$ cat config.mk
export PLATFORM = sky130hd
export DESIGN_NAME = tt_query_driver
export DESIGN_NICKNAME = d
export VERILOG_FILES = /design/src/rtl/tt_query_driver.sv
export SDC_FILE = /design/constraint.sdc
export NUM_CORES = 1
export LEC_CHECK = 0
export ABC_CLOCK_PERIOD_IN_PS = 2800
export BUFFER_PORTS_ARGS = -buffer_cell sky130_fd_sc_hd__buf_2
export CAP_MARGIN = 10
export CORE_UTILIZATION = 62
export CTS_BUF_LIST = sky130_fd_sc_hd__clkbuf_4 sky130_fd_sc_hd__clkbuf_8
export DETAILED_ROUTE_END_ITERATION = 8
export GPL_ROUTABILITY_DRIVEN = 0
export PLACE_DENSITY = 0.83
export SLEW_MARGIN = 40
export SYNTH_ARGS = -nofsm -noshare
export SYNTH_HDL_FRONTEND = slang
export SYNTH_SLANG_ARGS = --single-unit
export TNS_END_PERCENT = 20
$ cat constraint.sdc
create_clock -name clk -period 2.8 [get_ports clk]
set_clock_uncertainty 0.2 [all_clocks]
set_input_delay 0.84 -clock clk [delete_from_list [all_inputs] [get_ports clk]]
set_output_delay 0.84 -clock clk [all_outputs]
set_load 0.01 [all_outputs]
$ cat src/rtl/tt_query_driver.sv
// Host-side transmitter for the TT shortest-path engine edge-stream protocol.
// Buffers one query plus up to EDGE_DEPTH edges, bursts them to TT, then
// returns TT's cost (or a timeout) to the host over a valid/ready handshake.
module tt_query_driver #(
    parameter int unsigned DATA_WIDTH     = 4,
    parameter int unsigned EDGE_DEPTH     = 16,
    parameter int unsigned TIMEOUT_CYCLES = 1023,
    parameter int unsigned GAP_CYCLES     = 2
) (
    input  logic                  clk,
    input  logic                  rst,
    input  logic                  cfg_valid,
    output logic                  cfg_ready,
    input  logic                  cfg_is_query,
    input  logic [DATA_WIDTH-1:0] cfg_a,
    input  logic [DATA_WIDTH-1:0] cfg_b,
    input  logic                  start,
    output logic                  busy,
    output logic                  tt_in_valid,
    output logic [DATA_WIDTH-1:0] tt_source,
    output logic [DATA_WIDTH-1:0] tt_destination,
    input  logic                  tt_out_valid,
    input  logic [DATA_WIDTH-1:0] tt_cost,
    output logic                  res_valid,
    input  logic                  res_ready,
    output logic [DATA_WIDTH-1:0] res_cost,
    output logic                  res_timeout
);

    localparam int unsigned CNT_W = $clog2(EDGE_DEPTH + 1);
    localparam int unsigned IDX_W = (EDGE_DEPTH > 1) ? $clog2(EDGE_DEPTH) : 1;
    localparam int unsigned TO_W  = (TIMEOUT_CYCLES > 0) ? $clog2(TIMEOUT_CYCLES + 1) : 1;
    localparam int unsigned GAP_W = (GAP_CYCLES > 0) ? $clog2(GAP_CYCLES + 1) : 1;

    typedef enum logic [2:0] {
        LOAD   = 3'd0,
        QUERY  = 3'd1,
        EDGES  = 3'd2,
        WAIT   = 3'd3,
        RESULT = 3'd4,
        GAP    = 3'd5
    } state_t;

    state_t state;
    state_t state_next;

    logic [DATA_WIDTH-1:0] q_src;
    logic [DATA_WIDTH-1:0] q_dst;
    logic                  query_loaded;
    logic [CNT_W-1:0]      edge_cnt;
    logic [CNT_W-1:0]      rd_ptr;
    logic [TO_W-1:0]       wait_cnt;
    logic [TO_W-1:0]       wait_cnt_inc;
    logic [GAP_W-1:0]      gap_cnt;
    logic [DATA_WIDTH-1:0] edge_a [EDGE_DEPTH];
    logic [DATA_WIDTH-1:0] edge_b [EDGE_DEPTH];

    logic cfg_fire;
    logic query_fire;
    logic edge_fire;
    logic launch;
    logic edges_done;
    logic wait_last;
    logic gap_last;

    // Host-side handshake and launch qualification.
    always_comb begin
        cfg_ready  = !rst && (state == LOAD) &&
                     (cfg_is_query || (edge_cnt < CNT_W'(EDGE_DEPTH)));
        busy       = (state != LOAD);
        cfg_fire   = cfg_valid && cfg_ready;
        query_fire = cfg_fire && cfg_is_query;
        edge_fire  = cfg_fire && !cfg_is_query;
        launch     = (state == LOAD) && start && (query_loaded || query_fire);
        edges_done = (rd_ptr == edge_cnt);
        wait_cnt_inc = (wait_cnt == TO_W'(TIMEOUT_CYCLES)) ? wait_cnt : wait_cnt + TO_W'(1);
        wait_last  = (wait_cnt_inc == TO_W'(TIMEOUT_CYCLES));
        gap_last   = (gap_cnt == GAP_W'(GAP_CYCLES - 1));
    end

    // State register.
    always_ff @(posedge clk or posedge rst) begin
        if (rst) state <= LOAD;
        else     state <= state_next;
    end

    // Next-state logic.
    always_comb begin
        state_next = state;
        case (state)
            LOAD:   if (launch) state_next = QUERY;
            QUERY:  state_next = (edge_cnt == '0) ? WAIT : EDGES;
            EDGES:  if (edges_done) state_next = WAIT;
            WAIT:   if (tt_out_valid || wait_last) state_next = RESULT;
            RESULT: if (res_ready) state_next = (GAP_CYCLES == 0) ? LOAD : GAP;
            GAP:    if (gap_last) state_next = LOAD;
            default: state_next = LOAD;
        endcase
    end

    // Edge buffer storage; contents are only meaningful below edge_cnt.
    always_ff @(posedge clk) begin
        if (edge_fire) begin
            edge_a[edge_cnt[IDX_W-1:0]] <= cfg_a;
            edge_b[edge_cnt[IDX_W-1:0]] <= cfg_b;
        end
    end

    // Datapath: query register, counters, registered TT and result outputs.
    always_ff @(posedge clk or posedge rst) begin
        if (rst) begin
            q_src          <= '0;
            q_dst          <= '0;
            query_loaded   <= 1'b0;
            edge_cnt       <= '0;
            rd_ptr         <= '0;
            wait_cnt       <= '0;
            gap_cnt        <= '0;
            tt_in_valid    <= 1'b0;
            tt_source      <= '0;
            tt_destination <= '0;
            res_valid      <= 1'b0;
            res_cost       <= '0;
            res_timeout    <= 1'b0;
        end else begin
            tt_in_valid    <= 1'b0;
            tt_source      <= '0;
            tt_destination <= '0;
            case (state)
                LOAD: begin
                    if (query_fire) begin
                        q_src        <= cfg_a;
                        q_dst        <= cfg_b;
                        query_loaded <= 1'b1;
                    end
                    if (edge_fire) edge_cnt <= edge_cnt + CNT_W'(1);
                    if (launch) begin
                        tt_in_valid    <= 1'b1;
                        tt_source      <= query_fire ? cfg_a : q_src;
                        tt_destination <= query_fire ? cfg_b : q_dst;
                    end
                end
                QUERY: begin
                    wait_cnt <= '0;
                    if (edge_cnt != '0) begin
                        tt_in_valid    <= 1'b1;
                        tt_source      <= edge_a[0];
                        tt_destination <= edge_b[0];
                        rd_ptr         <= CNT_W'(1);
                    end
                end
                EDGES: begin
                    wait_cnt <= '0;
                    if (!edges_done) begin
                        tt_in_valid    <= 1'b1;
                        tt_source      <= edge_a[rd_ptr[IDX_W-1:0]];
                        tt_destination <= edge_b[rd_ptr[IDX_W-1:0]];
                        rd_ptr         <= rd_ptr + CNT_W'(1);
                    end
                end
                WAIT: begin
                    if (tt_out_valid) begin
                        res_valid   <= 1'b1;
                        res_cost    <= tt_cost;
                        res_timeout <= 1'b0;
                    end else if (wait_last) begin
                        res_valid   <= 1'b1;
                        res_cost    <= '0;
                        res_timeout <= 1'b1;
                    end else begin
                        wait_cnt <= wait_cnt_inc;
                    end
                end
                RESULT: begin
                    if (res_ready) begin
                        res_valid    <= 1'b0;
                        edge_cnt     <= '0;
                        rd_ptr       <= '0;
                        query_loaded <= 1'b0;
                        gap_cnt      <= '0;
                    end
                end
                GAP: begin
                    gap_cnt <= gap_cnt + GAP_W'(1);
                end
                default: ;
            endcase
        end
    end

endmodule

# After elaboration in Yosys (flattened, before gate mapping)
# Memories as Yosys holds them, arrays and structs flattened.
# Index checks and enable logic that the tools add are counted.
# word_totals
elab_cells,117
inputBits,19
n_memories,2
out_inout_bits,17
ff_bits,49
ram_bits,128
# memory_table
name,words,word_bits,read_ports,rd_ports_with_merged_regs,wr,line_no,text
edge_a,16,4,2,0,1,55,logic [DATA_WIDTH-1:0] edge_a [EDGE_DEPTH];
edge_b,16,4,2,0,1,56,logic [DATA_WIDTH-1:0] edge_b [EDGE_DEPTH];
# op_classes
n_addsub,4
magnitude_cmp,1
n_reduce_logical,31
n_mux,44
eq_ne,21
# ops
operator,n
$mux 4,10
$mux 10,3
$pmux 4 s3,2
$ne 2x2->1 const B,11
$eq 10x10->1 const B,2
$mux 5,4
$pmux 10 s2,1
$pmux 3 s6,1
$mux 3,5
$pmux 5 s3,1
$reduce_and 3->1,4
$mux 1,11
$add 10x1->10 const B,1
$add 5x1->5 const B,2
$pmux 5 s2,1
$reduce_bool 2->1,5
$logic_and 1x1->1,7
$eq 3x2->1 const B,2
$eq 3x3->1 const B,2
$reduce_bool 3->1,2
$eq 5x5->1,1
$logic_not 5->1,1
$lt 5x5->1 const B,1
$reduce_and 5->1,1
15 further kinds,20

# Logic depth before layout (Yosys ltp)
# Gate-level depths: netlist (run 1).
# depth
word_depth,9
mapped_depth,9
ltp_nobuf,8

# Worst setup path after synthesis (run 1)
# No wires, ideal clock.
# synth_timing
path_type,input port to flip-flop
startpoint,in cfg_valid
endpoint,mem edge_a[3][0] (enable)
setup_slack_ns,-0.005
setup_time_ns,0.383
arrival_time_ns,2.222
cell_stages,5
t_required_ns,2.217
path_buffers,0
cell_sequence,nor2b_1 -> nand2_1 -> nor3_2 -> nand2_1 -> nor3_1
# synth_between
elab_chain_cells,4
# synth_lines
element,line_no,text
"start, declared",12,"input logic cfg_valid,"
$logic_and 1x1->1,71,cfg_fire = cfg_valid && cfg_ready;
$logic_and 1x1->1,73,edge_fire = cfg_fire && !cfg_is_query;
$mux 1,103,if (edge_fire) begin
$mux 1 (implied by the code),104,edge_a[edge_cnt[IDX_W-1:0]] <= cfg_a;
"end, declared",55,
# No other way between the ends.

# Worst setup path after layout (run 1)
# layout_timing
startpoint,reg state[1]
endpoint,out cfg_ready
# layout_between
elab_chain_cells,3
# layout_lines
element,line_no,text
"start, declared",44,state_t state;
"start signal, assigned",84,else state <= state_next;
$logic_not 3->1,68,cfg_ready = !rst && (state == LOAD) &&
$logic_and 1x1->1 (2 in a row),68,
"end, declared",13,"output logic cfg_ready,"
# No other way between the ends.

==> flow_metrics.env, run 1 <==
export IMPL_rsz0062_at_grt="no"
export IMPL_cp_required_ps=1760
export IMPL_end_kind="output pin"
export IMPL_nets=564
export IMPL_hold_viol=0
export IMPL_cts_path_max_buffers=2
export IMPL_synth_largest_area_cell="edfxtp_1"
export IMPL_die_area_mm2=0.01269
export IMPL_wl_um=14860
export IMPL_antenna_found_initial=0
export IMPL_post_cts_buffers=0
export IMPL_synthCells=479
export IMPL_vias=4372
export IMPL_cp_start_kind="register"
export IMPL_core_mm2=0.01196
export IMPL_critPathMaxFanout=11
export IMPL_wl_per_cell_um=21.32
export IMPL_rows=40
export IMPL_clkTransAtPathRegs_ps=90
export IMPL_fmax_ghz=0.3800
export IMPL_avgSynthCellArea_um2=15.85
export IMPL_synth_ff_type="edfxtp_1"
export IMPL_status="completed"
export IMPL_drt_initial_drc_count=448
export IMPL_track_usage_pct=26.00
export IMPL_power_per_cell_area_mw_per_mm2=795.0
export IMPL_fillerInstances=756
export IMPL_worstHoldPathType="in2async"
export IMPL_syn_area_mm2=0.007590
export IMPL_initial_core_util_pct=63.45
export IMPL_via_per_inst=6.273
export IMPL_final_core_util_pct=70.19
export IMPL_synth_warnings=0
export IMPL_drive_gt1_share_pct=28.73
export IMPL_synth_top_cell_area_share_pct=50.64
export IMPL_synth_edff_count=128
export IMPL_finalCritPeriodShare_pct=93.99
export IMPL_worstSkewPairLatency_ps=460
export IMPL_numPortBuffers=35
export IMPL_ios=36
export IMPL_ant_nets=0
export IMPL_grt_pass1_wl_um=23860
export IMPL_cts_root_buf="clkbuf_8"
export IMPL_yosysUniqueCellTypes=52
export IMPL_dp_hpwl_um=10200
export IMPL_ys_ff_latch=177
export IMPL_ctsHoldBuffers=0
export IMPL_cap_violations=0
export IMPL_ir_drop_uv=397.1
export IMPL_instances_no_fill=697
export IMPL_dp_cells=666
export IMPL_maxSlewViolCount=0
export IMPL_dieWidth_um=112.6
export IMPL_syn_num_nets=505
export IMPL_critPathKind="reg2out"
export IMPL_diodes=0
export IMPL_grt_max_degree=29
export IMPL_area_growth_pct=10.62
export IMPL_die_height_um=112.6
export IMPL_yosys_top_cells_area="edfxtp_1 51%, dfrtp_1 16%, mux4_2 12%"
export IMPL_grt_pass1_vias=4356
export IMPL_setup_viol=0
export IMPL_worst_slew_pin_slew_ps=663.0
export IMPL_tritoncts="done"
export IMPL_arrival_ps=1590
export IMPL_min_period_ps=2632
export IMPL_cts_buffers=17
export IMPL_grt_ovfl_total=0
export IMPL_synthArstFlopShare_pct=27.68
export IMPL_firstDrtPassIters=5
export IMPL_htreeDepth=4
export IMPL_drc_errors=0
export IMPL_yosysSeqAreaShare_pct=66.80
export IMPL_cts_sinks=177
export IMPL_leakagePower_nw=3.131
export IMPL_slew_headroom_pct=55.80
export IMPL_total_power_mw=6.674
metal layers:
metal  vias up  track usage (%)  routed length (um)
li1       1957                -                   -
met1      2205            37.26                6363
met2       177            39.63                7125
met3        33            5.670                1028
met4         0            10.22                 346
met5         -                0                   0
power breakdown:
part	internal, mW	switching [mW]	leakage, nW
sequential	3.04	0.213	1.78
clock	0.640	0.947	0.180
combinational	0.859	0.977	1.17
Yosys cell counts (2+ instances only):
cell,instances
a32o_1,4
nand2b_1,19
nor2_1,28
a31oi_1,5
mux4_2,40
nor3_2,3
inv_1,13
o211a_1,2
buf_4,3
nand3_1,16
nor2b_1,6
mux2_2,8
mux2i_1,3
nand2_1,33
nand4_1,2
xor2_1,4
a311oi_1,2
and2_1,4
o21a_1,2
and3_1,6
o21ai_0,11
nor3_1,7
dfrtp_1,49
a21oi_1,19
xnor2_1,4
buf_2,7
buf_6,5
and4_1,3
a31o_2,2
or3_1,3
clkbuf_1,8
edfxtp_1,128
ha_1,7
o31ai_1,5
path summary, 6_finish.rpt:
kind	from	endpoint	slack, ps	cells past startpoint
setup / recovery	state[1]	cfg_ready	170	4
hold / removal	rst	res_timeout	250	2
setup reg to reg	wait_cnt[0]	res_cost[3]	220	7
hold reg to reg	res_cost[2]	res_cost[2]	300	1
max in group asynchronous	rst	q_dst[3]	1550	3
min in group clk	res_cost[2]	res_cost[2]	300	1
sequential cells by signal (all words and copies together) (netlist names), 2 cells and up:
| signal | flops |
|---|---|
| edge_a | 64 |
| edge_b | 64 |
| wait_cnt | 10 |
| edge_cnt | 5 |
| rd_ptr | 5 |
| q_dst | 4 |
| q_src | 4 |
| res_cost | 4 |
| tt_destination | 4 |
| tt_source | 4 |
| state | 3 |
| gap_cnt | 2 |
area by class of cell:
cell class	instances	area, um2	area share (%)
multi-input cells	265	2340	27.87
inverters	13	48.80	0.5812
clock buffers	17	234.0	2.787
well taps	147	183.9	2.191
flip-flops and latches	177	5072	60.42
clock inverters	14	123.9	1.475
repair buffers	64	392.9	4.680
critical path, stage by stage, from the launching register on:
cell and delay [ps]:
dfrtp_2 510, nor3_4 210, inv_1 80, nor3_1 170, buf_2 160
stage by stage:
step / instance area, um2 / worst slack (ps) / hold WS, ps / setup TNS, ps
CTS: 8388 / 55.96 / 245.3 / 0
global placement: 8025 / 65.36 / 255.5 / 0
global route: 8396 / 57.48 / 274.2 / 0
floorplan: 7595 / 32.15 / 249.8 / 0
detailed placement: 8030 / -2.784 / 274.2 / -21.01
finish: 8396 / 168.4 / 249.3 / 0
cell usage in the layout, fill, tap and decap left out, types with 3 or more instances in the layout:
master	count
a21oi_1	19
a31oi_1	5
a32o_1	4
and2_1	4
and3_1	6
and4_1	3
buf_2	35
buf_4	29
clkbuf_8	17
dfrtp_1	47
edfxtp_1	128
ha_1	7
inv_1	12
inv_6	6
mux2_2	8
mux2i_1	3
mux4_2	40
nand2_1	33
nand2b_1	19
nand3_1	16
nor2_1	28
nor2b_1	6
nor3_1	5
nor3_2	4
o21ai_0	11
o31ai_1	5
or3_1	3
xnor2_1	4
xor2_1	4
cells by family (layout without fill, tap and decap cells):
logic type | after synthesis | in the layout | share of synthesized area (%)
compound gates | 62 | 62 | 5.622
xor+xnor | 8 | 8 | 0.9231
fa+ha+maj | 8 | 8 | 1.286
buf+inv | 37 | 108 | 2.588
flops | 177 | 177 | 66.80
mux | 51 | 51 | 13.45
simple gates | 136 | 136 | 9.331
timing repair:
| item | 4_1_cts | 5_1_grt |
|---|---|---|
| hold endpoints to repair | 0 | 0 |
| resized for setup | 0 | 2 |
| endpoints found under the setup margin | 0 | 1 |
(Power assumes the default switching activity.)
==> run 2, diff against run 1 <==
Settings changed: CORE_MARGIN from default to 2.
==> flow_metrics.env, run 2 (synthesized netlist as in run 1, its figures left out) <==
export IMPL_status="completed"
export IMPL_grt_ovfl_total=0
export IMPL_maxSlewViolCount=0
export IMPL_fin_ws_ps=176.3
export IMPL_p_comb_share_pct=27.6
export IMPL_fillerInstances=742
export IMPL_diodes=0
export IMPL_via_per_inst=6.457
export IMPL_initial_core_util_pct=63.45
export IMPL_cp_required_ps=1760
export IMPL_grt_busiest_layer="met2"
export IMPL_worst_slew_pin_slew_ps=688.4
export IMPL_critPathTopFamily="flip-flops"
export IMPL_path_cells="nor3_4 > inv_1 > nor3_1 > buf_2"
export IMPL_p_sw_share_pct=31.59
export IMPL_wl_per_cell_um=22.44
export IMPL_rows=40
export IMPL_rsz0062_at_grt="no"
export IMPL_dieWidth_um=114.6
export IMPL_die_area_mm2=0.01314
export IMPL_ios=36
export IMPL_slowest_delay_ps=500
export IMPL_total_power_mw=6.772
export IMPL_track_usage_pct=26.26
export IMPL_final_core_util_pct=70.36
export IMPL_hold_viol=0
export IMPL_numPortBuffers=35
export IMPL_crit_cells=4
export IMPL_layout_commonest_cell="edfxtp_1"
export IMPL_endpoint="cfg_ready"
export IMPL_r2r_start="wait_cnt[0]"
export IMPL_tritoncts="done"
export IMPL_area_growth_pct=10.88
export IMPL_nets=563
export IMPL_cts_path_max_buffers=2
export IMPL_dp_hpwl_um=10550
export IMPL_drt_initial_drc_count=604
export IMPL_die_height_um=114.6
export IMPL_setup_tns_ps=0
export IMPL_end_kind="output pin"
export IMPL_ctsHoldBuffers=0
export IMPL_ant_nets=0
export IMPL_power_frac_seq_pct=48.1
export IMPL_dp_slack_ps=45.66
export IMPL_cts_buffers=17
export IMPL_cp_start_kind="register"
export IMPL_p_clk_share_pct=24.3
export IMPL_cts_sinks=177
export IMPL_critPathMaxFanout=11
export IMPL_ir_drop_uv=400.7
export IMPL_crit_start="state[1]"
export IMPL_drc_errors=0
export IMPL_cts_root_buf="clkbuf_8"
export IMPL_met3_usage_pct=7.094
export IMPL_grtUsageMet2_pct=39.29
export IMPL_critPathBufInv=2
export IMPL_clkTransAtPathRegs_ps=90
export IMPL_core_mm2=0.01196
export IMPL_antenna_found_initial=0
export IMPL_wl_um=15620
export IMPL_worstSkewPairLatency_ps=470
export IMPL_leakagePower_nw=3.137
export IMPL_critPathSlowestCell="dfrtp_2"
export IMPL_fmax_ghz=0.3811
export IMPL_reg2reg_to="res_cost[2]"
export IMPL_final_cell_mix="128 x edfxtp_1, 47 x dfrtp_1, 40 x mux4_2, 35 x buf_2, 33 x nand2_1"
export IMPL_min_period_ps=2624
export IMPL_firstDrtPassIters=5
export IMPL_vias=4494
export IMPL_reg2reg_depth=7
export IMPL_use_met1_pct=37.28
export IMPL_r2r_slack_ps=240
export IMPL_slew_headroom_pct=54.11
export IMPL_grt_pass1_wl_um=24690
export IMPL_finalCritPeriodShare_pct=93.70
export IMPL_p_int_mw=4.633
export IMPL_drive_gt1_share_pct=28.96
export IMPL_setup_viol=0
export IMPL_grt_pass1_vias=4353
export IMPL_grt_max_degree=40
export IMPL_critPathKind="reg2out"
export IMPL_power_per_cell_area_mw_per_mm2=804.7
export IMPL_htreeDepth=4
export IMPL_arrival_ps=1580
export IMPL_switchingPower_mw=2.140
export IMPL_cap_violations=0
export IMPL_worstHoldPathType="in2async"
==> run 2: cell type report <==
cell class	count	area, um2	share of cell area, %
Clock inverter	13	127.6	1.516
Sequential cell	177	5072	60.27
Multi-Input combinational cell	265	2342	27.83
Inverter	13	50.05	0.5947
Timing Repair Buffer	63	397.9	4.728
Tap cell	147	183.9	2.186
Clock buffer	18	241.5	2.869
==> run 2: worst min-delay path by stage <==
| stage | startpoint | end | slack [ps] | cells past startpoint |
|---|---|---|---|---|
| 5_1_grt | rst | rd_ptr[4] | 290 | 2 |
| 2_1_floorplan | gap_cnt[1] | gap_cnt[1] | 250 | 2 |
| 4_1_cts | res_valid | res_valid | 300 | 2 |
| 3_3_place_gp | res_valid | res_valid | 260 | 2 |
| 6_report | rst | query_loaded | 250 | 2 |
| 3_5_place_dp | res_valid | res_valid | 280 | 2 |
==> run 2: metrics by stage <==
step | instance area [um2] | hold WS, ps | instances
floorplan | 7595 | 249.8 | 479
global placement | 8030 | 255.1 | 665
detailed placement | 8035 | 283.0 | 665
CTS | 8404 | 301.5 | 696
global route | 8416 | 289.5 | 696
finish | 8416 | 252.8 | 696
==> run 2: per-layer routing <==
metal / up-vias / wire [um] / share of wire, %
met2: 213 / 7629 / 49
met5: - / 0 / 0
li1: 1969 / - / -
met4: 0 / 402 / 2.6
met3: 32 / 1315 / 8.4
met1: 2280 / 6267 / 40
==> run 2: repair_timing <==
action | 4_1_cts | 5_1_grt
setup endpoints to repair | 0 | 3
buffers inserted | 0 | 0
endpoints found under the hold margin | 0 | 0
resized for setup | 0 | 3
==> run 2: power groups by stage <==
stage	Clock (mW)	Combinational (mW)	Sequential (mW)
after global placement	0	1.78	3.28
final	1.64	1.87	3.26
after CTS	1.66	1.86	3.25
after floorplan	0	1.40	3.24
after detailed placement	0	1.84	3.30
after global routing	1.76	2.04	3.29
